## src/rtl/xor_accum.sv

```systemverilog
// xor_accum: XOR/XNOR/accumulating-XOR unit with valid/ready handshakes and a DEPTH-entry output FIFO.
// Optional XOR_ACCUM_PARITY_EN adds out_parity, the stored reduction XOR of each pushed entry.
module xor_accum #(
  parameter int WIDTH = 32,
  parameter int DEPTH = 4
) (
  input  logic             clk,
  input  logic             rst,
  input  logic             in_valid,
  output logic             in_ready,
  input  logic [WIDTH-1:0] in_a,
  input  logic [WIDTH-1:0] in_b,
  input  logic [1:0]       in_mode,
  input  logic             in_last,
  output logic             out_valid,
  input  logic             out_ready,
  output logic [WIDTH-1:0] out_data,
  output logic             acc_busy
`ifdef XOR_ACCUM_PARITY_EN
  ,
  output logic             out_parity
`endif
);
  localparam int AW = $clog2(DEPTH);
  localparam logic [AW:0] FULL = DEPTH[AW:0];
  localparam logic [1:0] M_XOR = 2'd0, M_XNOR = 2'd1, M_ACC = 2'd2, M_CLR = 2'd3;
  typedef enum logic {IDLE, ACCUM} state_t;
  state_t state;
  logic [WIDTH-1:0] acc, acc_next, push_data;
  logic [WIDTH-1:0] mem [DEPTH];
  logic [AW-1:0] wr_ptr, rd_ptr;
  logic [AW:0] count;
  logic accept, pop, push;
  assign in_ready = count < FULL;
  assign out_valid = count != '0;
  assign out_data = mem[rd_ptr];
  assign acc_busy = state == ACCUM;
  assign accept = in_valid && in_ready;
  assign pop = out_valid && out_ready;
  assign acc_next = acc ^ in_a ^ in_b;
  // ACC with last pushes the folded value; non-last ACC and CLR only touch the accumulator
  assign push = accept && (in_mode == M_XOR || in_mode == M_XNOR || (in_mode == M_ACC && in_last));
  assign push_data = in_mode == M_XOR ? in_a ^ in_b : in_mode == M_XNOR ? ~(in_a ^ in_b) : acc_next;
  always_ff @(posedge clk) begin
    if (rst) begin
      state <= IDLE;
      acc <= '0;
      wr_ptr <= '0;
      rd_ptr <= '0;
      count <= '0;
      for (int i = 0; i < DEPTH; i++) mem[i] <= '0;
    end else begin
      if (push) begin
        mem[wr_ptr] <= push_data;
        wr_ptr <= wr_ptr + AW'(1);
      end
      if (pop) rd_ptr <= rd_ptr + AW'(1);
      count <= count + (AW+1)'(push) - (AW+1)'(pop);
      if (accept && in_mode == M_ACC) begin
        acc <= in_last ? '0 : acc_next;
        state <= in_last ? IDLE : ACCUM;
      end else if (accept && in_mode == M_CLR) begin
        acc <= '0;
        state <= IDLE;
      end
    end
  end
`ifdef XOR_ACCUM_PARITY_EN
  logic par [DEPTH];
  assign out_parity = par[rd_ptr];
  always_ff @(posedge clk) begin
    if (rst) for (int i = 0; i < DEPTH; i++) par[i] <= 1'b0;
    else if (push) par[wr_ptr] <= ^push_data;
  end
`endif
endmodule

```

## config.mk

```make
export PLATFORM = sky130hd
export DESIGN_NAME = xor_accum
export DESIGN_NICKNAME = d
export VERILOG_FILES = /design/src/rtl/xor_accum.sv
export SDC_FILE = /design/constraint.sdc
export NUM_CORES = 1
export LEC_CHECK = 0
export ABC_AREA = 1
export ABC_CLOCK_PERIOD_IN_PS = 9000
export BUFFER_PORTS_ARGS = -buffer_cell sky130_fd_sc_hd__buf_2
export CORE_ASPECT_RATIO = 1.75
export CORE_MARGIN = 3
export CORE_UTILIZATION = 58
export DETAILED_ROUTE_END_ITERATION = 6
export GPL_ROUTABILITY_DRIVEN = 0
export GPL_TIMING_DRIVEN = 1
export PLACE_DENSITY = 0.81
export SYNTH_ARGS = -nofsm -noshare
export SYNTH_HDL_FRONTEND = slang
export SYNTH_SLANG_ARGS = --single-unit
```

## constraint.sdc

```tcl
create_clock -name clk -period 9 [get_ports clk]
set_clock_uncertainty 0.05 [all_clocks]
set_input_delay 0 -clock clk [delete_from_list [all_inputs] [get_ports clk]]
set_output_delay 0 -clock clk [all_outputs]
set_load 0.05 [all_outputs]
```

Word-level counts from Yosys, hierarchy flattened
Memories as Yosys holds them, arrays and structs flattened. A register that Yosys moved wholly into a read port is not among the register bits.
Index checks and enable logic that the tools add are counted.
{ "classes": {"n_addsub": 4, "n_lt_le_gt_ge": 1, "n_eq_ne": 3, "muxes": 18, "bitwise": 4, "reduce_logical": 12} }
{ "op_table": {"columns": ["cell", "count"], "rows": [
  ["$mux W32", 6],
  ["$xor A32 B32 Y32", 3],
  ["$not A32 Y32", 1],
  ["$reduce_or A32 Y1", 1],
  ["$mux W1", 9],
  ["$logic_and A1 B1 Y1", 6],
  ["$mux W2", 3],
  ["$add A2 B1 Y2 const B", 2],
  ["$eq A2 B2 Y1 const B", 2],
  ["$add A3 B1 Y3", 1],
  ["$lt A3 B3 Y1 const B", 1],
  ["$reduce_bool A3 Y1", 1],
  ["$sub A3 B1 Y3", 1],
  ["$eq A2 B1 Y1 const B", 1],
  ["$logic_not A2 Y1", 1],
  ["$logic_or A1 B1 Y1", 2],
  ["$reduce_bool A2 Y1", 1]
]} }
{ "word_totals": {"reg_bits": 40, "ram_bits": 128, "inputBits": 71, "output_inout_bits": 35, "wordCells": 48, "mem_count": 1} }
{ "mem_list": {"columns": ["memory", "depth", "width", "rd", "rd_clocked_by_memory_dff", "wr", "line", "source"], "rows": [
  ["mem", 4, 32, 1, 1, 4, "30", "logic [WIDTH-1:0] mem [DEPTH];"]
]} }

Logic depth before layout (Yosys ltp)
Gate-level depths: netlist (run 1).
{ "depth": {"word_depth": 9, "depth_mapped": 12} }

Worst setup path before layout (run 1)
Ideal clock, no wire load.
{ "synth_timing": {"kind": "flip-flop to flip-flop", "from": "register count[2]", "to": "memory mem[3][0], enable pin", "arrival_ns": 2.879, "required_ns": 8.484, "path_slack_ns": 5.606, "stages_incl_launch_ff": 4, "path_cell_list": "dfxtp_1 > nor2_4 > nand2_1 > o21ai_0"} }
{ "synth_rtl": {"columns": ["item", "line", "source"], "rows": [
  ["from (decl)", "32", "logic [AW:0] count;"],
  ["from (signal assigned)", "58", "count <= count + (AW+1)'(push) - (AW+1)'(pop);"],
  ["to (decl)", "30", null]
]} }

==> load_flow_metrics.sql, run 1 <==
INSERT INTO impl_metrics (metric_group, metric, value, unit) VALUES
('clock_network', 'tritoncts', 'built', ''),
('critical_path', 'max_fo_critical_path', '65', ''),
('cells_and_area', 'filler_cell_count_in_the_final_layout', '1162', ''),
('critical_path', 'crit_top_cell', 'sky130_fd_sc_hd__buf_4', ''),
('synthesis', 'seq_area_frac_synth', '51.76', '%'),
('critical_path', 'cp-end-kind', 'primary output', ''),
('critical_path', 'startpoint_type', 'flop', ''),
('clock_network', 'h-tree-depth', '4', ''),
('synthesis', 'postSynthRegisterBits', '170', ''),
('grt', 'antenna_violations_before_repair', '0', ''),
('timing', 'accumulated_negative_setup_slack', '0', 'ns'),
('clock_network', 'ctsRootBufferMaster', 'sky130_fd_sc_hd__clkbuf_16', ''),
('route', 'final_antenna_net_count', '0', ''),
('synthesis', 'yosys.area.top_type', 'sky130_fd_sc_hd__edfxtp_1', ''),
('timing', 'max-slew-margin-rel', '39.46', '%'),
('grt', 'globalRouteOverflowTotal', '0', ''),
('clock_network', 'clock_sinks', '170', ''),
('cells_and_area', 'mostFrequentLayoutCells', 'sky130_fd_sc_hd__nand2_1 (423), sky130_fd_sc_hd__nor2_1 (187), sky130_fd_sc_hd__inv_1 (140), sky130_fd_sc_hd__edfxtp_1 (128), sky130_fd_sc_hd__buf_2 (105)', ''),
('placed_design', 'dpl.cell_count', '1456', ''),
('synthesis', 'ys_dominant_reg_cell', 'sky130_fd_sc_hd__edfxtp_1', ''),
('clock_network', 'postCtsResizedCells', '0', ''),
('clock_network', 'cts.path.max_buffers', '2', ''),
('cells_and_area', 'final_cell_count_no_fill', '1549', ''),
('cells_and_area', 'leading_cell_type_in_the_layout_fill_and_taps_excluded', 'sky130_fd_sc_hd__nand2_1', ''),
('clock_network', 'clk_pin_slew_worst_paths', '0.07', 'ns'),
('placed_design', 'dp_wirelength', '14.07', 'mm'),
('die', 'die_w', '100.4', 'µm'),
('synthesis', 'synth-edff-count', '128', ''),
('synthesis', 'synth.area.top_cells', 'sky130_fd_sc_hd__edfxtp_1 (42%), sky130_fd_sc_hd__nand2_1 (18%), sky130_fd_sc_hd__dfxtp_1 (9.3%), sky130_fd_sc_hd__nor2_1 (7.8%), sky130_fd_sc_hd__inv_1 (5.8%)', ''),
('critical_path', 'reg2reg_slack', '6.09', 'ns'),
('worst_hold_path', 'hp-class', 'primary input to flop', ''),
('synthesis', 'yosysUniqueCellTypes', '24', ''),
('cells_and_area', 'ratio_of_cells_with_drive_above_1_in_the_final_layout', '11.57', '%'),
('timing', 'finalCritPeriodShare', '34.27', '%'),
('timing', 'timing.final.hold_violations', '1', ''),
('critical_path', 'critical_path.reg2reg.endpoint', 'acc[4]', ''),
('route', 'drt_first_iter_violations', '610', ''),
('power_and_ir_drop', 'static-leakage-power', '5.012', 'nW'),
('grt', 'grt_usage', '26.81', '%'),
('synthesis', 'syn-cell-area', '9051', 'µm²'),
('timing', 'final-setup-viol-count', '0', ''),
('clock_network', 'insertion_delay', '0.43', 'ns'),
('flow_run', 'maximum_capacitance_violations', '0', ''),
('route', 'detail_route.first_pass.iterations', '5', ''),
('timing', 'whs', '-0.004728', 'ns'),
('critical_path', 'arrival', '3.03', 'ns'),
('critical_path', 'crit_path_top_delay_cell', 'sky130_fd_sc_hd__clkinv_1', ''),
('die', 'y_dimension_of_the_die', '171.3', 'µm'),
('clock_network', 'cts_buffers', '17', ''),
('synthesis', 'syn_area_per_cell', '7.474', 'µm²'),
('placed_design', 'numPortBuffers', '105', ''),
('critical_path', 'reg2regPathDepth', '6', ''),
('synthesis', 'postSynthNetCount', '1285', ''),
('timing', 'peak_freq', '324.2', 'MHz'),
('critical_path', 'r2r-start', 'count[2]', ''),
('timing', 'rsz0062_at_grt', 'no', ''),
('cells_and_area', 'area.growth.synth_to_final', '20.07', '%'),
('die', 'standard_cell_core_area', '15060', 'µm²'),
('cells_and_area', 'number_of_antenna_cells_inserted', '0', ''),
('timing', 'worst_pin_slew', '0.9071', 'ns'),
('status', 'status', 'finished with violations', ''),
('status', 'violated_checks', 'hold timing', ''),
('grt', 'grt_pass1_vias', '8212', ''),
('power_and_ir_drop', 'p_total', '2.435', 'mW'),
('die', 'floorplan.initialDensity', '60.10', '%'),
('timing', 'crit_path_time_final', '3.085', 'ns'),
('route', 'drc', '0', ''),
('die', 'io-pin-count', '106', ''),
('synthesis', 'syn_inst', '1211', ''),
('critical_path', 'crit_chain', 'buf_4 -> clkinv_1 -> buf_4 -> o21ai_0 -> o22ai_1 -> buf_2', ''),
('worst_hold_path', 'min-delay-start', 'in_a[23]', '');
-- flip-flops by register name (all words and copies together) (netlist names), named ones only --
name	count
acc	32
acc_busy	1
mem	128
rd_ptr	2
wr_ptr	2
count	3
-- through the flow --
step	cell area, µm²	setup slack, ns
2_1_floorplan	9051	5.606
3_3_place_gp	9637	6.160
3_5_place_dp	9637	6.072
4_1_cts	10870	5.899
5_1_grt	10870	5.658
6_report	10870	5.915
-- critical path: cells and delay by family (launching register included) --
family | cells | cell delay [ns]
flip-flops | 1 | 0.31
AO/OA/AOI/OAI | 2 | 0.35
buffers and inverters | 4 | 1.91
-- metal layers --
layer / up-vias / GRT usage [%] / wire [µm]
met5: - / 0 / 0
met4: 0 / 13.20 / 664
met3: 59 / 4.789 / 1522
met2: 354 / 47.57 / 11910
met1: 3868 / 30.78 / 8299
li1: 4141 / - / -
-- where the power goes --
part	leakage, nW	switching (mW)	internal, mW	total (mW)
combinational	3.05	0.566	0.186	0.752
sequential	1.67	0.0229	0.897	0.920
clock	0.295	0.321	0.443	0.763
total	5.01	0.909	1.53	2.44
-- how the worst min path moves through the flow --
| stage | endpoint | slack (ns) | depth (start not counted) |
|---|---|---|---|
| 6_report | acc[23] | -0.005 | 6 |
| 5_1_grt | acc[5] | 0.03 | 5 |
| 4_1_cts | acc[9] | 0.0003 | 6 |
| 3_5_place_dp | rd_ptr[0] | 0.42 | 3 |
| 3_3_place_gp | acc[24] | 0.41 | 6 |
| 2_1_floorplan | acc[14] | 0.21 | 2 |
-- cell usage after synthesis (4+ instances only) --
master and n:
sky130_fd_sc_hd__o22ai_1 32, sky130_fd_sc_hd__nor2_1 187, sky130_fd_sc_hd__nand3_1 85, sky130_fd_sc_hd__dfxtp_1 42
sky130_fd_sc_hd__edfxtp_1 128, sky130_fd_sc_hd__nand2_1 423, sky130_fd_sc_hd__buf_2 22, sky130_fd_sc_hd__buf_4 4
sky130_fd_sc_hd__a21oi_1 37, sky130_fd_sc_hd__clkbuf_1 20, sky130_fd_sc_hd__buf_1 5, sky130_fd_sc_hd__o21ai_0 68
sky130_fd_sc_hd__inv_1 140
-- kinds of logic after synthesis --
family	Yosys count	synth area share, %
simple gates	704	30.95
buf+inv	195	8.557
flops	170	51.76
compound gates	138	8.142
fa+ha+maj	3	0.4976
xor+xnor	1	0.09678
-- layout make-up --
type	instances	area, µm²	area share [%]
flip-flops and latches	170	4686	43.12
inverters	144	540.5	4.974
well taps	183	229.0	2.107
clock buffers	17	425.4	3.914
clock inverters	14	185.2	1.704
repair buffers	175	1206	11.10
multi-input cells	846	3596	33.09
-- what timing repair did --
action	in CTS	in global routing
buffers inserted	0	0
hold buffers	62	0
endpoints found under the hold margin	24	0
Note: power is estimated with default switching activity, not from simulation.
==> inputs of run 2 (changes only) <==
- ABC_CLOCK_PERIOD_IN_PS: 9000 -> 3100
- clock period: 9 -> 3.1 ns (I/O delays scaled with it)
==> load_flow_metrics.sql, run 2 (synthesized netlist as in run 1, its figures left out) <==
INSERT INTO impl_metrics (metric_group, metric, value, unit) VALUES
('critical_path', 'startpoint_type', 'flop', ''),
('die', 'y_dimension_of_the_die', '171.3', 'µm'),
('route', 'detail_route.wirelength', '22.65', 'mm'),
('timing', 'timing.final.hold_violations', '0', ''),
('timing', 'rsz0062_at_grt', 'no', ''),
('route', 'route.detailed.wl_per_inst', '14.52', 'µm'),
('cells_and_area', 'mostFrequentLayoutCells', 'sky130_fd_sc_hd__nand2_1 (423), sky130_fd_sc_hd__nor2_1 (187), sky130_fd_sc_hd__inv_1 (140), sky130_fd_sc_hd__edfxtp_1 (128), sky130_fd_sc_hd__buf_2 (105)', ''),
('critical_path', 'max_fo_critical_path', '42', ''),
('power_and_ir_drop', 'p_total', '7.025', 'mW'),
('timing', 'finalCritPeriodShare', '84.26', '%'),
('die', 'floorplan.initialDensity', '60.10', '%'),
('timing', 'accumulated_negative_setup_slack', '0', 'ns'),
('cells_and_area', 'filler_cell_count_in_the_final_layout', '1192', ''),
('timing', 'whs', '0.007388', 'ns'),
('route', 'detail_route.first_pass.iterations', '5', ''),
('clock_network', 'tritoncts', 'built', ''),
('worst_hold_path', 'whs_path_depth', '6', ''),
('clock_network', 'clk_pin_slew_worst_paths', '0.08', 'ns'),
('critical_path', 'reg2reg_slack', '0.79', 'ns'),
('grt', 'grt_pass1_vias', '8146', ''),
('clock_network', 'post-cts-setup-buffer-count', '0', ''),
('cells_and_area', 'ratio_of_cells_with_drive_above_1_in_the_final_layout', '12.20', '%'),
('critical_path', 'reg2regPathDepth', '6', ''),
('flow_run', 'maximum_capacitance_violations', '0', ''),
('clock_network', 'cts.path.max_buffers', '2', ''),
('timing', 'max-slew-margin-rel', '27.48', '%'),
('clock_network', 'ctsRootBufferMaster', 'sky130_fd_sc_hd__clkbuf_16', ''),
('clock_network', 'insertion_delay', '0.42', 'ns'),
('die', 'die_area', '17200', 'µm²'),
('critical_path', 'cp-end-kind', 'primary output', ''),
('critical_path', 'r2r-start', 'count[2]', ''),
('power_and_ir_drop', 'ir_drop', '0.4405', 'mV'),
('cells_and_area', 'top_register', 'mem', ''),
('die', 'standard_cell_core_area', '15060', 'µm²'),
('critical_path', 'critical_path.reg2reg.endpoint', 'acc[15]', ''),
('die', 'die_w', '100.4', 'µm'),
('cells_and_area', 'final_nets', '1438', ''),
('critical_path', 'arrival', '2.56', 'ns'),
('placed_design', 'dpl.cell_count', '1466', ''),
('cells_and_area', 'number_of_antenna_cells_inserted', '0', ''),
('critical_path', 'timing.setup.critical_path_class', 'flop to primary output', ''),
('placed_design', 'numPortBuffers', '105', ''),
('timing', 'crit_path_time_final', '2.612', 'ns'),
('clock_network', 'clock_sinks', '170', ''),
('cells_and_area', 'leading_cell_type_in_the_layout_fill_and_taps_excluded', 'sky130_fd_sc_hd__nand2_1', ''),
('placed_design', 'dp_wirelength', '14.68', 'mm'),
('power_and_ir_drop', 'cell_pwr_density', '642.4', 'nW/µm²'),
('grt', 'grt_pass1_wl', '37.32', 'mm'),
('grt', 'antenna_violations_before_repair', '0', ''),
('clock_network', 'h-tree-depth', '4', ''),
('route', 'routed-via-count', '8336', ''),
('route', 'final_antenna_net_count', '0', ''),
('die', 'io-pin-count', '106', ''),
('worst_hold_path', 'hp-class', 'primary input to flop', ''),
('die', 'fp-row-count', '59', ''),
('route', 'drt_first_iter_violations', '457', ''),
('route', 'drc', '0', ''),
('timing', 'final-setup-viol-count', '0', ''),
('cells_and_area', 'flip_flop_count_of_the_largest_register_after_layout', '128', ''),
('worst_hold_path', 'min-delay-start', 'in_b[26]', ''),
('grt', 'globalRouteOverflowTotal', '0', ''),
('cells_and_area', 'finish.utilization', '72.62', '%'),
('timing', 'peak_freq', '382.8', 'MHz'),
('cells_and_area', 'final_cell_count_no_fill', '1560', ''),
('route', 'route.detailed.vias_per_inst', '5.344', ''),
('grt', 'grt_usage', '27.25', '%'),
('worst_hold_path', 'worstHoldEndpoint', 'acc[26]', ''),
('status', 'status', 'complete, no violations', ''),
('power_and_ir_drop', 'static-leakage-power', '5.057', 'nW'),
('timing', 'final_max_slew_viol_count', '0', ''),
('grt', 'grt_max_degree', '65', ''),
('timing', 'worst_pin_slew', '1.081', 'ns'),
('cells_and_area', 'area.growth.synth_to_final', '20.82', '%'),
('cells_and_area', 'biggestRegsByFlops', 'mem x128, acc x32, count x3', ''),
('clock_network', 'cts_buffers', '17', ''),
('critical_path', 'timing.critical_path.required', '3.05', 'ns');
[run 2: changes by cell type in the layout (fill, tap and decap cells not counted), sizes merged]
cell      delta
buf         +10
bufinv       -2
clkinv       +4
clkbuf       +1
clkinvlp     -2
[run 2: repair_timing]
action                    4_1_cts  5_1_grt
hold buffers                   62        0
hold endpoints to repair       29        0
resized for setup               0        0
[run 2: power by group]
| group | switching, mW | internal, mW | total, mW | leakage (nW) |
|---|---|---|---|---|
| Clock | 0.986 | 1.16 | 2.14 | 0.294 |
| Sequential | 0.0693 | 2.60 | 2.67 | 1.67 |
| Combinational | 1.65 | 0.563 | 2.21 | 3.10 |
| Total | 2.70 | 4.32 | 7.02 | 5.06 |
[run 2: area by class of cell]
class	count	area (µm²)	share of cell area (%)
tap	183	229.0	2.094
timing repair buffer	185	1281	11.72
multi-input combinational	846	3596	32.88
sequential	170	4686	42.85
clock buffer	18	429.2	3.924
inverter	144	540.5	4.943
clock inverter	14	173.9	1.590
[run 2: worst max-delay path by stage]
stage,from,slack [ns],cells after the start,to
after floorplan,count[2],0.57,3,mem[3][0]
after global placement,count[2],0.96,6,mem[1][17]
after detailed placement,count[2],0.89,10,count[2]
after CTS,flop,0.45,5,out_data[16]
after global routing,flop,0.23,5,out_data[1]
final,flop,0.49,5,out_data[16]
[run 2: routing by layer]
layer	vias to the layer above	GRT usage, %	routed length [µm]
li1	4160	-	-
met1	3857	31.91	8690
met2	280	50.72	12180
met3	39	3.937	1349
met4	0	8.563	424
met5	-	0	0
[run 2: critical path, cell delays in order, from the launching register on]
cell and delay [ns]:
sky130_fd_sc_hd__dfxtp_2 0.33, sky130_fd_sc_hd__clkinv_1 0.83, sky130_fd_sc_hd__buf_4 0.52, sky130_fd_sc_hd__o21ai_0 0.18, sky130_fd_sc_hd__o22ai_1 0.08, sky130_fd_sc_hd__buf_2 0.21
[run 2: through the flow]
step	cell area, µm²	setup slack (ns)
after detailed placement	9712	0.8927
final	10940	0.4879
after global placement	9712	0.9576
after floorplan	9051	0.5708
after CTS	10940	0.4537
after global routing	10940	0.2257
